$ cat src/rtl/gray_ptr_ctrl.sv
// One side of an async FIFO Gray-pointer pair: local pointers, peer synchroniser, full/empty flag.
// Define GRAY_PTR_LEVEL_EN to build the occupancy level and almost flag.
module gray_ptr_ctrl #(
    parameter int AW          = 4,
    parameter int SIDE        = 0,
    parameter int SYNC_STAGES = 2,
    parameter int ALMOST_TH   = 1
) (
    input  logic          clk,
    input  logic          rst_n,
    input  logic          inc,
    input  logic [AW:0]   remote_gray,
    output logic [AW:0]   ptr_bin,
    output logic [AW:0]   ptr_gray,
    output logic [AW-1:0] addr,
    output logic          accept,
    output logic          blocked,
    output logic [AW:0]   level,
    output logic          almost
);
    localparam int            PW          = AW + 1;
    // Full pattern: peer pointer with its two MSBs inverted (works for AW=1 too).
    localparam logic [PW-1:0] FULL_MASK   = ~({PW{1'b1}} >> 2);
    localparam logic          RST_BLOCKED = (SIDE != 0);

    function automatic logic [PW-1:0] bin2gray(input logic [PW-1:0] b);
        return b ^ (b >> 1);
    endfunction

    function automatic logic [PW-1:0] gray2bin(input logic [PW-1:0] g);
        logic [PW-1:0] b;
        b[PW-1] = g[PW-1];
        for (int i = PW - 2; i >= 0; i--) begin
            b[i] = b[i+1] ^ g[i];
        end
        return b;
    endfunction

    logic [PW-1:0] r_sync [SYNC_STAGES];
    logic [PW-1:0] r_bin;
    logic [PW-1:0] r_gray;
    logic          r_blocked;

    logic [PW-1:0] w_rsync;
    logic [PW-1:0] w_bin_next;
    logic [PW-1:0] w_gray_next;
    logic          w_accept;
    logic          w_blocked_next;

    assign w_rsync     = r_sync[SYNC_STAGES-1];
    assign w_accept    = inc & ~r_blocked;
    assign w_bin_next  = r_bin + {{AW{1'b0}}, w_accept};
    assign w_gray_next = bin2gray(w_bin_next);

    // Flag is evaluated on the next pointer so it is ready the same edge the pointer moves.
    always_comb begin
        w_blocked_next = 1'b0;
        if (SIDE != 0) begin
            w_blocked_next = (w_gray_next == w_rsync);
        end else begin
            w_blocked_next = (w_gray_next == (w_rsync ^ FULL_MASK));
        end
    end

    // Peer Gray pointer synchroniser chain.
    always_ff @(posedge clk or negedge rst_n) begin
        if (!rst_n) begin
            for (int i = 0; i < SYNC_STAGES; i++) begin
                r_sync[i] <= {PW{1'b0}};
            end
        end else begin
            r_sync[0] <= remote_gray;
            for (int i = 1; i < SYNC_STAGES; i++) begin
                r_sync[i] <= r_sync[i-1];
            end
        end
    end

    // Local pointers and the blocked flag.
    always_ff @(posedge clk or negedge rst_n) begin
        if (!rst_n) begin
            r_bin     <= {PW{1'b0}};
            r_gray    <= {PW{1'b0}};
            r_blocked <= RST_BLOCKED;
        end else begin
            r_bin     <= w_bin_next;
            r_gray    <= w_gray_next;
            r_blocked <= w_blocked_next;
        end
    end

    assign ptr_bin  = r_bin;
    assign ptr_gray = r_gray;
    assign addr     = r_bin[AW-1:0];
    assign accept   = w_accept;
    assign blocked  = r_blocked;

`ifdef GRAY_PTR_LEVEL_EN
    localparam int ALMOST_HI = (1 << AW) - ALMOST_TH;

    logic [PW-1:0] w_rbin;
    logic [PW-1:0] w_level_next;
    logic          w_almost_next;
    logic [PW-1:0] r_level;
    logic          r_almost;

    assign w_rbin = gray2bin(w_rsync);

    // Modulo-2^PW difference keeps the level correct across pointer wrap.
    always_comb begin
        w_level_next  = {PW{1'b0}};
        w_almost_next = 1'b0;
        if (SIDE != 0) begin
            w_level_next  = w_rbin - w_bin_next;
            w_almost_next = (32'(w_level_next) <= ALMOST_TH);
        end else begin
            w_level_next  = w_bin_next - w_rbin;
            w_almost_next = (32'(w_level_next) >= ALMOST_HI);
        end
    end

    // Registered occupancy and almost flag.
    always_ff @(posedge clk or negedge rst_n) begin
        if (!rst_n) begin
            r_level  <= {PW{1'b0}};
            r_almost <= RST_BLOCKED;
        end else begin
            r_level  <= w_level_next;
            r_almost <= w_almost_next;
        end
    end

    assign level  = r_level;
    assign almost = r_almost;
`else
    assign level  = {PW{1'b0}};
    assign almost = 1'b0;
`endif

endmodule

$ cat config.mk
export PLATFORM = sky130hd
export DESIGN_NAME = gray_ptr_ctrl
export DESIGN_NICKNAME = d
export VERILOG_FILES = /design/src/rtl/gray_ptr_ctrl.sv
export SDC_FILE = /design/constraint.sdc
export NUM_CORES = 1
export LEC_CHECK = 0
export BUFFER_PORTS_ARGS = -buffer_cell sky130_fd_sc_hd__buf_4
export CAP_MARGIN = 25
export CORE_ASPECT_RATIO = 1.1
export CORE_MARGIN = 2
export CORE_UTILIZATION = 35
export DETAILED_ROUTE_END_ITERATION = 6
export PLACE_DENSITY = 0.67
export SYNTH_ARGS = -nofsm -noshare
export SYNTH_HDL_FRONTEND = slang
export SYNTH_SLANG_ARGS = --single-unit
$ cat constraint.sdc
create_clock -name clk -period 1.7 [get_ports clk]
set_input_delay 0.51 -clock clk [delete_from_list [all_inputs] [get_ports clk]]
set_output_delay 0.51 -clock clk [all_outputs]
set_load 0.02 [all_outputs]
# ---- Word-level counts from Yosys, hierarchy flattened
# Index checks and enable logic that the tools add are counted.
dict set report op_classes {
  n_bitwise 4
  n_eq_ne 1
  addsub 1
}
# op n
set ops {}
lappend ops {{adder 5 x 1 -> 5 bit} 1}
lappend ops {{equality test 5 bit} 1}
lappend ops {{bitwise XOR 5 x 4 -> 5 bit} 1}
lappend ops {{NOT 2 bit} 1}
lappend ops {{AND 1 bit} 1}
lappend ops {{NOT 1 bit} 1}
dict set report word_totals {
  register_bits 21
  out_inout_bits 22
  inputBits 8
  elab_cells 11
}

# ---- Logic depth before layout (Yosys ltp)
dict set report depth {
  depth_word 5
  depth_mapped 7
  ltp_nobuf 7
}

# ---- Worst setup path after synthesis
# Ideal clock, no wire load.
dict set report synth_path {
  path_type {in2reg}
  start {input port inc}
  end {register r_blocked (netlist: blocked)}
  t_required_ns 1.599
  path_stages 7
  t_arrival_ns 2.190
  path_buffers 0
  path_slack_ns -0.591
  cell_sequence {nor2b_1 -> ha_1 -> ha_1 -> xor2_1 -> xnor2_1 -> mux2i_1 -> nor4_1}
}
dict set report synth_via {
  elab_chain_len 4
}
# item line_no
set synth_rtl {}
lappend synth_rtl {{from (decl)} 11} ;# input logic inc,
lappend synth_rtl {{AND 1 bit} 51} ;# assign w_accept = inc & ~r_blocked;
lappend synth_rtl {{adder 5 x 1 -> 5 bit} 52} ;# assign w_bin_next = r_bin + {{AW{1'b0}}, w_accept};
lappend synth_rtl {{named net w_bin_next[2]} 45} ;# logic [PW-1:0] w_bin_next;
lappend synth_rtl {{bitwise XOR 5 x 4 -> 5 bit} 27} ;# return b ^ (b >> 1);
lappend synth_rtl {{equality test 5 bit} 61} ;# w_blocked_next = (w_gray_next == (w_rsync ^ FULL_MASK));
lappend synth_rtl {{named net w_blocked_next} 48} ;# logic w_blocked_next;
lappend synth_rtl {{to (signal assigned)} 88} ;# r_blocked <= w_blocked_next;
lappend synth_rtl {{to (decl)} 42} ;# logic r_blocked;
# The timed path passes the listed nets, and every way through them passes these cells.

# ---- Worst setup path in the final report
dict set report layout_path {
  start {register r_blocked (netlist: blocked)}
  end {register r_blocked (netlist: blocked)}
}
dict set report layout_via {
  elab_chain_len 5
}
# item line_no
set layout_rtl {}
lappend layout_rtl {{NOT 1 bit} 51}
lappend layout_rtl {{AND 1 bit} 51}
lappend layout_rtl {{adder 5 x 1 -> 5 bit} 52}
lappend layout_rtl {{named net w_bin_next[2]} 45}
lappend layout_rtl {{bitwise XOR 5 x 4 -> 5 bit} 27}
lappend layout_rtl {{equality test 5 bit} 61}
lappend layout_rtl {{named net w_blocked_next} 48}
# The timed path passes the listed nets, and every way through them passes these cells.

==> impl_metrics.csv <==
group,metric,value,unit
outcome,run_status,"finished, final reports clean",
yosys,postSynth.asyncResetShare,1.00,
yosys,synthDominantAreaCellType,"sky130_fd_sc_hd__dfrtp_1",
detailed_routing,detailedRoute.firstPassIterationCount,3,
clock_tree,cts_hold_buf,0,
timing,fin_crit,1.68,ns
finish,final_util,0.509,
timing,period_share,0.987,
finish,combined_area_of_the_multi_input_logic_cells,328,sq um
setup_path,reg2reg_launch_point,"blocked",
yosys,yosysWarnings,0,
global_routing,maximum_number_of_pins_on_one_net_before_global_route_repair,21,
timing,totalNegativeSetupSlack,0,ns
yosys,synth.avg_cell_area,13.9,sq um
clock_tree,cts_buffer_count,3,
detailed_routing,drc_errors,0,
clock_tree,clock_latency,0.30,ns
placed_design,post_dp_cell_area,1030,sq um
yosys,post_synth_instance_area,818,sq um
job,max-cap-violations,0,
placed_design,io_buffers,23,
setup_path,critPathRequiredTime,1.89,ns
yosys,synth_cell_type_count,18,
timing,setup_viol_count_final,0,
clock_tree,ctsRootBufferMaster,"sky130_fd_sc_hd__clkbuf_4",
power_and_ir_drop,share_comb_of_total_power,0.569,
placed_design,pre_cts_ws,-0.268,ns
power_and_ir_drop,p_leak,0.000542,uW
setup_path,crit_start,"blocked",
placed_design,dp_hpwl,927,microns
yosys,synth_sequential_area_ratio,0.612,
yosys,synth.top_cells.by_area,"sky130_fd_sc_hd__dfrtp_1 (61%), sky130_fd_sc_hd__buf_4 (10%), sky130_fd_sc_hd__xnor2_1 (7.5%), sky130_fd_sc_hd__xor2_1 (6.4%), sky130_fd_sc_hd__ha_1 (3.1%)",
global_routing,number_of_global_route_vias_before_repair,496,
die,floorplan.die.height,54.7,microns
setup_path,timing.critical_path.to_type,"flop",
timing,rsz0062_at_grt,"true",
power_and_ir_drop,power.switching_fraction,0.395,
detailed_routing,antenna_left,0,
finish,final_cell_area,1130,sq um
timing,clock_skew,0.00166,ns
finish,final-seq-area,500,sq um
setup_path,worstPathArrival,1.87,ns
timing,fmax,596,MHz
yosys,top_cells_by_instance_count_after_synthesis,"sky130_fd_sc_hd__dfrtp_1 (20), sky130_fd_sc_hd__buf_4 (11), sky130_fd_sc_hd__xnor2_1 (7)",
setup_path,critPathKind,"flop to flop",
detailed_routing,drt-vias-per-instance,4.21,
clock_tree,clock_sink_count,20,
finish,number_of_inserted_filler_cells_in_the_final_layout,206,
power_and_ir_drop,power.share.sequential,0.320,
yosys,post_synth_inst_count,59,
global_routing,first_pass_grt_wire_length,2080,microns
power_and_ir_drop,power.switching,966,uW
detailed_routing,post_drt_wl_per_cell,10.8,microns
finish,final_nets,99,
yosys,synthFlopType,"sky130_fd_sc_hd__dfrtp_1",
die,floorplan.initialDensity,0.367,
setup_path,worst_setup_path_start_kind,"flop",
clock_tree,cts.htree.levels,1,
detailed_routing,vias,497,
timing,worst_slack,0.0215,ns
yosys,yosysMostFrequentCell,"sky130_fd_sc_hd__dfrtp_1",
placed_design,gp_routability_congestion,0.739,
die,dieArea,2740,sq um
finish,area.growth.synth_to_final,38.7,%
global_routing,antenna_found_initial,0,
clock_tree,cts_buffer_depth,2,
yosys,synth_top_area_share,0.612,
detailed_routing,drtIter0Drc,1,
global_routing,global_route_congestion_overflow_total,0,
power_and_ir_drop,clock_power_share,0.112,
finish,post_route_cells_drive_above_1_share,0.523,
power_and_ir_drop,vdd_drop_max,946,uV
global_routing,global_route.usage.total,0.107,
die,ios,30,
setup_path,critical_path_peak_fanout,5,
clock_tree,cts_tree,"yes",
die,core_area,2230,sq um
min_path,hp-class,"input pin to asynchronous set/reset pin",
die,floorplan.rows,18,
yosys,synth.ff_latch_count,20,
power_and_ir_drop,power.density_cell_area,2160,nW/um^2
yosys,synth-edff-count,0,
clock_tree,worst_setup_hold_path_clk_slew,0.11,ns
finish,final-instance-count-excl-fill,118,
finish,diodes,0,
placed_design,placed_cells_incl_taps,110,
die,die_width,50.1,microns
timing,finalHoldViolations,0,
timing,drv_slew,0,
power_and_ir_drop,p_int,1480,uW
detailed_routing,route.final.wire_length,1280,microns
-- cells in the final DEF, fill, tap and decap left out, drive strengths merged --
| cell type | Yosys | final |
|---|---|---|
| nor2 | 1 | 1 |
| conb | 1 | 6 |
| ha | 2 | 2 |
| mux2i | 1 | 1 |
| nand3 | 1 | 1 |
| and3 | 1 | 1 |
| dfrtp | 20 | 20 |
| buf | 11 | 31 |
| o22ai | 1 | 1 |
| a21boi | 2 | 2 |
| nor4 | 1 | 1 |
| nand4 | 1 | 1 |
| xor2 | 6 | 6 |
| and2 | 1 | 1 |
| clkbuf | 0 | 4 |
| nor2b | 1 | 1 |
| xnor2 | 8 | 8 |
-- metrics by stage --
| stage | hold slack [ns] | total power [uW] |
|---|---|---|
| after floorplan | 0.214 | 1640 |
| after global placement | 0.331 | 1990 |
| after detailed placement | 0.335 | 2030 |
| after CTS | 0.0672 | 2370 |
| after global routing | 0.0648 | 2610 |
| final | 0.0618 | 2450 |
-- layout make-up --
type,count,area share
multi-input combinational,33,0.289
clock buffer,4,0.0320
timing repair buffer,31,0.205
sequential,20,0.441
tap,30,0.0331
-- power by group through the flow --
stage	clock (uW)	combinational (uW)	sequential [uW]
floorplan	0	732	907
global placement	0	1220	769
detailed placement	0	1250	782
CTS	282	1310	775
global route	304	1500	807
finish	273	1390	782
-- worst max-delay path: stages, from the launching register on --
cell	delay, ns
sky130_fd_sc_hd__dfrtp_1	0.43
sky130_fd_sc_hd__nor2b_4	0.15
sky130_fd_sc_hd__ha_4	0.16
sky130_fd_sc_hd__ha_4	0.19
sky130_fd_sc_hd__xor2_2	0.20
sky130_fd_sc_hd__xnor2_1	0.16
sky130_fd_sc_hd__mux2i_1	0.23
sky130_fd_sc_hd__nor4_1	0.07
-- final timing paths --
check / to / slack [ns] / cells after the start
worst max-delay path: blocked / 0.02 / 7
worst min-delay path: ptr_bin[0] / 0.06 / 1
worst max register to register: blocked / 0.02 / 7
worst min register to register: w_rsync[2] / 0.36 / 0
max in group asynchronous: ptr_bin[3] / 1.43 / 1
min in group clk: r_sync[6] / 0.31 / 1
-- flip-flops by register name, summed over array words and instances (netlist names) --
register / count
ptr_gray: 4
blocked: 1
w_rsync: 5
ptr_bin: 5
r_sync: 5
-- cell families after synthesis --
family	share of synthesized area
AO/OA/AOI/OAI	0.0306
XOR/XNOR	0.159
adder cells (fa/ha/maj)	0.0306
buffers and inverters	0.101
flip-flops	0.612
multiplexers	0.0122
other	0.00458
AND/OR/NAND/NOR	0.0505
-- per-layer routing --
layer | up-vias | share of wire | track usage | routed length [microns]
li1 | 231 | - | - | -
met3 | 2 | 0.059 | 0.0246 | 75
met4 | 0 | 0.015 | 0.0556 | 19
met5 | - | 0 | 0 | 0
met1 | 245 | 0.37 | 0.0942 | 479
met2 | 19 | 0.55 | 0.224 | 704
-- what timing repair did --
| item | 4_1_cts | 5_1_grt |
|---|---|---|
| buffers inserted | 1 | 3 |
| resized for setup | 1 | 4 |
| setup endpoints to repair | 1 | 1 |
| pin swaps | 2 | 3 |
(Power assumes the default switching activity.)
